===== src/rtl/mem_stage_ctrl.sv =====
// MEM stage control: issues LW/SW to multi-cycle data memory,
// stalls upstream until completion, and loads the MEM/WB register.
module mem_stage_ctrl #(
    parameter int DATA_W  = 16,
    parameter int REG_W   = 4,
    parameter int TIMEOUT = 64
) (
    input  logic              clk,
    input  logic              rst,
    input  logic              in_valid,
    input  logic              in_memr,
    input  logic              in_memw,
    input  logic              in_regwrite,
    input  logic [REG_W-1:0]  in_dst,
    input  logic [DATA_W-1:0] in_alu,
    input  logic [DATA_W-1:0] in_sdata,
    input  logic              in_hlt,
    output logic              mem_en,
    output logic              mem_wr,
    output logic [DATA_W-1:0] mem_addr,
    output logic [DATA_W-1:0] mem_wdata,
    input  logic [DATA_W-1:0] mem_rdata,
    input  logic              mem_done,
    output logic              stall_m,
    output logic              wb_regwrite,
    output logic [REG_W-1:0]  wb_dst,
    output logic [DATA_W-1:0] wb_data,
    output logic              wb_hlt,
    output logic [31:0]       cyc_cnt,
    output logic [31:0]       stall_cnt,
    output logic              err
);

    localparam int CW = $clog2(TIMEOUT + 1);

    typedef enum logic [1:0] {
        IDLE,
        WAIT,
        HALTED
    } state_t;

    state_t state;
    state_t stateNext;

    logic [CW-1:0]     waitCnt;
    logic              isMem;
    logic              isLoad;
    logic              wbWe;
    logic [DATA_W-1:0] wbData;
    logic              hltRet;

    // a simultaneous memr+memw is a store, so a load needs memw low
    assign isMem  = in_valid & (in_memr | in_memw);
    assign isLoad = in_memr & ~in_memw;

    // next state, memory request, stall and the MEM/WB next value
    always_comb begin
        stateNext = state;
        mem_en    = 1'b0;
        mem_wr    = 1'b0;
        mem_addr  = '0;
        mem_wdata = '0;
        stall_m   = 1'b0;
        wbWe      = 1'b0;
        wbData    = in_alu;
        hltRet    = 1'b0;
        unique case (state)
            IDLE: begin
                if (isMem) begin
                    mem_en    = 1'b1;
                    mem_wr    = in_memw;
                    mem_addr  = in_alu;
                    mem_wdata = in_sdata;
                    stall_m   = 1'b1;
                    stateNext = WAIT;
                end else begin
                    wbWe = in_valid & in_regwrite;
                    if (in_valid && in_hlt) begin
                        hltRet    = 1'b1;
                        stateNext = HALTED;
                    end
                end
            end
            WAIT: begin
                if (mem_done) begin
                    wbWe      = in_regwrite & isLoad;
                    wbData    = isLoad ? mem_rdata : in_alu;
                    stateNext = IDLE;
                end else begin
                    stall_m = 1'b1;
                end
            end
            HALTED: begin
                stall_m = 1'b1;
            end
            default: begin
                stateNext = IDLE;
            end
        endcase
        if (rst) begin
            mem_en    = 1'b0;
            mem_wr    = 1'b0;
            mem_addr  = '0;
            mem_wdata = '0;
            stall_m   = 1'b0;
        end
    end

    // state register; reset abandons any outstanding request
    always_ff @(posedge clk) begin
        if (rst) begin
            state <= IDLE;
        end else begin
            state <= stateNext;
        end
    end

    // WAIT watchdog: saturating counter, err is sticky until reset
    always_ff @(posedge clk) begin
        if (rst) begin
            waitCnt <= '0;
            err     <= 1'b0;
        end else if (state == IDLE) begin
            waitCnt <= '0;
        end else if (state == WAIT && !mem_done) begin
            if (waitCnt != CW'(TIMEOUT)) begin
                waitCnt <= waitCnt + 1'b1;
            end
            if (waitCnt == CW'(TIMEOUT - 1)) begin
                err <= 1'b1;
            end
        end
    end

    // MEM/WB register; frozen except regwrite once halted
    always_ff @(posedge clk) begin
        if (rst) begin
            wb_regwrite <= 1'b0;
            wb_dst      <= '0;
            wb_data     <= '0;
            wb_hlt      <= 1'b0;
        end else if (state == HALTED) begin
            wb_regwrite <= 1'b0;
        end else begin
            wb_regwrite <= wbWe;
            wb_dst      <= in_dst;
            wb_data     <= wbData;
            if (hltRet) begin
                wb_hlt <= 1'b1;
            end
        end
    end

    // cycle and stall counters, frozen while halted
    always_ff @(posedge clk) begin
        if (rst) begin
            cyc_cnt   <= '0;
            stall_cnt <= '0;
        end else if (state != HALTED) begin
            cyc_cnt <= cyc_cnt + 32'd1;
            if (stall_m) begin
                stall_cnt <= stall_cnt + 32'd1;
            end
        end
    end

endmodule


===== config.mk =====
export PLATFORM = sky130hd
export DESIGN_NAME = mem_stage_ctrl
export DESIGN_NICKNAME = d
export VERILOG_FILES = /design/src/rtl/mem_stage_ctrl.sv
export SDC_FILE = /design/constraint.sdc
export NUM_CORES = 1
export LEC_CHECK = 0
export CAP_MARGIN = 20
export CORE_MARGIN = 8
export CORE_UTILIZATION = 44
export CTS_CLUSTER_DIAMETER = 30
export DETAILED_ROUTE_END_ITERATION = 7
export PLACE_DENSITY_LB_ADDON = 0.08
export SYNTH_ARGS = -nofsm -noshare
export SYNTH_HDL_FRONTEND = slang
export SYNTH_SLANG_ARGS = --single-unit
export TNS_END_PERCENT = 1

===== constraint.sdc =====
create_clock -name clk -period 2.6 [get_ports clk]
set_clock_uncertainty 0.2 [all_clocks]
set_input_delay 0.39 -clock clk [delete_from_list [all_inputs] [get_ports clk]]
set_output_delay 0.39 -clock clk [all_outputs]
set_load 0.05 [all_outputs]

==> flow_summary.ini <==
[worst_hold_path]
hold_start = rst
hold_depth = 2
holdCritPathClass = in -> reg
min_to = wb_hlt$_SDFFE_PP0P_

[global_route]
grt_pass1_wl_um = 22800
grt_antenna_before_repair = 0
track_usage_pct = 19.7
grt_max_degree = 80
grt-ovfl-total = 0
grt_pass1_vias = 4497

[die]
start_util_pct = 44.8
die_area_um2 = 14000
ios = 182
core_area_um2 = 10200
die_h_um = 118
core.rowCount = 37
die_w_um = 118

[routing]
drt-total-wl_um = 13700
avgRoutedWirePerCell_um = 16.3
drt_first_pass_iters = 4
viasPerCell = 5.18
vias = 4368
dr.first_iter.drc_count = 337
final_antenna_net_count = 0
drc = 0

[worst_setup_path]
arrival_ns = 1.89
worst_setup_path_start_kind = input pin
worstPathMaxFanout = 34
crit_buf_inv = 3
r2r_end = cyc_cnt[23]$_SDFFE_PP0N_
crit_top_cell = buf_12
reg2regPathDepth = 5
critPathTopFamily = buffers and inverters
rr_startpoint = state[0]$_SDFFE_PP0P_
worstPathCellList = clkdlybuf4s50_1, o21ai_1, nor4_2, buf_12, and2_1, buf_12
path_class = in -> out
crit_cells = 6
cpMaxStageDelayCell = clkdlybuf4s50_1
r2r_setup_slack_ns = 0.31
cp.required_ns = 2.01
cpPeakStageDelay_ns = 0.51
worstSetupEndpointType = output port

[logic_synthesis]
synth_area_leader_cell = dfxtp_1
synth_nets = 590
synthCells = 526
avgSynthCellArea_um2 = 8.72
ys_ff_latch = 96
synth_edf_count = 0
synthDominantCellAreaShare_pct = 41.9
yosysMostFrequentCell = dfxtp_1
yosys_warnings = 0
synth.area.top_cells = dfxtp_1 (42%), xor2_1 (8.8%), nor2_1 (6.3%)
async_flop_share_pct = 0
synth_cell_types = 46
yosys-top-cells-count = dfxtp_1 (96), nor2_1 (77), xor2_1 (46)
ys.flop_type = dfxtp_1
netlist_area_um2 = 4590
seq_area_frac_synth_pct = 41.9

[final_layout]
area_growth_syn_to_layout_pct = 56.1
fin_area_um2 = 7160
fin_util_pct = 70.0
drive_gt1_share_pct = 11.4
fillers = 825
antenna_cells = 0
final_nets = 767

[pwr]
combinationalPowerShare_pct = 20.2
pwr-share-seq_pct = 46.3
p_sw_mw = 0.902
powerDensity_nw_per_um2 = 465
sw_frac_of_total_pct = 27.1
clkPwrFrac_pct = 33.5
internal_power_mw = 2.43
p_leak_nw = 2.64
vdd_drop_max_v = 0.000323

[timing]
min_period_over_period_pct = 95.3
slew_violations = 0
finalSetupViolCount = 0
relSlewSlack_pct = 45.0
fin_crit_ns = 2.48
setup_slack_ns = 0.122
grt_setup_unrepaired = false
max_freq_mhz = 404
worst_slew_pin_slew_ns = 0.826
finalHoldViolCount = 0

[placed_design]
dp_hpwl_um = 10800
gp_congestion = 0.845
pre_cts_slack_ns = -0.129
place_area_um2 = 6930
numPortBuffers = 181

[cts]
cts_tree = done
clock_latency_ns = 0.35
clock_sinks = 96
cts_root_buf = clkbuf_8
cts_buffer_depth = 2
cts-buffers-inserted = 9
clk_pin_slew_worst_paths_ns = 0.08
htreeDepth = 3
post_cts_buffers = 0

[run_status]
status = finished, final reports clean

[flow_run]
maxCapViolCount = 0
-- kinds of logic (layout without fill, tap and decap cells) --
family                     Yosys count  count (layout)  share of synthesized area (%)
buffers and inverters               36             218                           3.60
adders and majority gates            4               4                           1.09
AOI/OAI and AO/OA                   61              61                           8.35
xor gates and xnor gates            52              52                           9.93
and+or+nand+nor                    259             259                           31.2
muxes                               18              18                           3.93
DFF                                 96              96                           41.9
-- layer usage --
layer	vias to the layer above	GRT usage, %	share of wire (%)
li1	2176	-	-
met1	2052	21.7	41
met2	133	33.5	49
met3	7	9.30	9.1
met4	0	5.04	1.1
met5	-	0	0
-- layout by cell type, fill, tap and decap left out, types with 20 or more instances in the layout --
| cell | Yosys | final |
|---|---|---|
| a21oi_1 | 23 | 23 |
| nor2_1 | 77 | 77 |
| clkdlybuf4s50_1 | 0 | 145 |
| nand3_1 | 20 | 20 |
| xor2_1 | 46 | 46 |
| nand2_1 | 27 | 27 |
| nand4_1 | 36 | 36 |
| dfxtp_1 | 96 | 96 |
| and2_1 | 45 | 44 |
| buf_12 | 0 | 38 |
-- area by class of cell --
cell class | instances | area, um2 | share of cell area, %
clock buffers | 14 | 173 | 2.41
clock inverters | 2 | 60.1 | 0.838
inverters | 6 | 22.5 | 0.314
multi-input cells | 394 | 2510 | 35.0
flip-flops and latches | 96 | 1920 | 26.8
well taps | 136 | 170 | 2.38
repair buffers | 196 | 2310 | 32.2
-- registers in the layout, indices dropped and copies added (netlist names) --
name / flops
cyc_cnt: 32
err: 1
stall_cnt: 32
state: 2
waitCnt: 7
wb_data: 16
wb_dst: 4
wb_hlt: 1
wb_regwrite: 1
-- power by group through the flow --
stage                     clock, mW  sequential [mW]  combinational [mW]
after floorplan                   0             1.69               0.231
after global placement            0             1.58               0.673
after detailed placement          0             1.58               0.678
after CTS                      1.14             1.54               0.680
after global routing           1.20             1.55               0.709
final                          1.11             1.54               0.673
-- through the flow --
stage	TNS (ns)	hold WS (ns)	power [mW]	cells
after global placement	-0.179	0.235	2.25	828
final	0	0.129	3.33	844
after floorplan	0	0.272	1.92	526
after global routing	0	0.121	3.46	844
after CTS	0	0.126	3.36	844
after detailed placement	-0.542	0.248	2.25	828
-- worst reg2reg max path, delay by kind of cell (launching register included) --
family | cells | cell delay [ns]
flip-flops | 1 | 0.51
AO/OA/AOI/OAI | 1 | 0.15
AND/OR/NAND/NOR | 4 | 1.37
-- what timing repair did --
item	CTS	global route
pin swaps	1	1
hold buffers	0	0
gates resized for setup	2	0
endpoints found under the setup margin	1	33
-- how the worst max path moves through the flow --
stage            start                    endpoint  slack (ns)
3_5_place_dp   in_memr  stall_cnt[26]$_SDFFE_PP0P_       -0.13
3_3_place_gp   in_memr  stall_cnt[24]$_SDFFE_PP0P_       -0.04
4_1_cts        in_memw                mem_wdata[0]        0.04
5_1_grt        in_memw                mem_wdata[0]        0.02
6_report       in_memw                mem_wdata[0]        0.12
2_1_floorplan      rst                mem_addr[10]        0.03
Power figures use the tool's default switching activity.
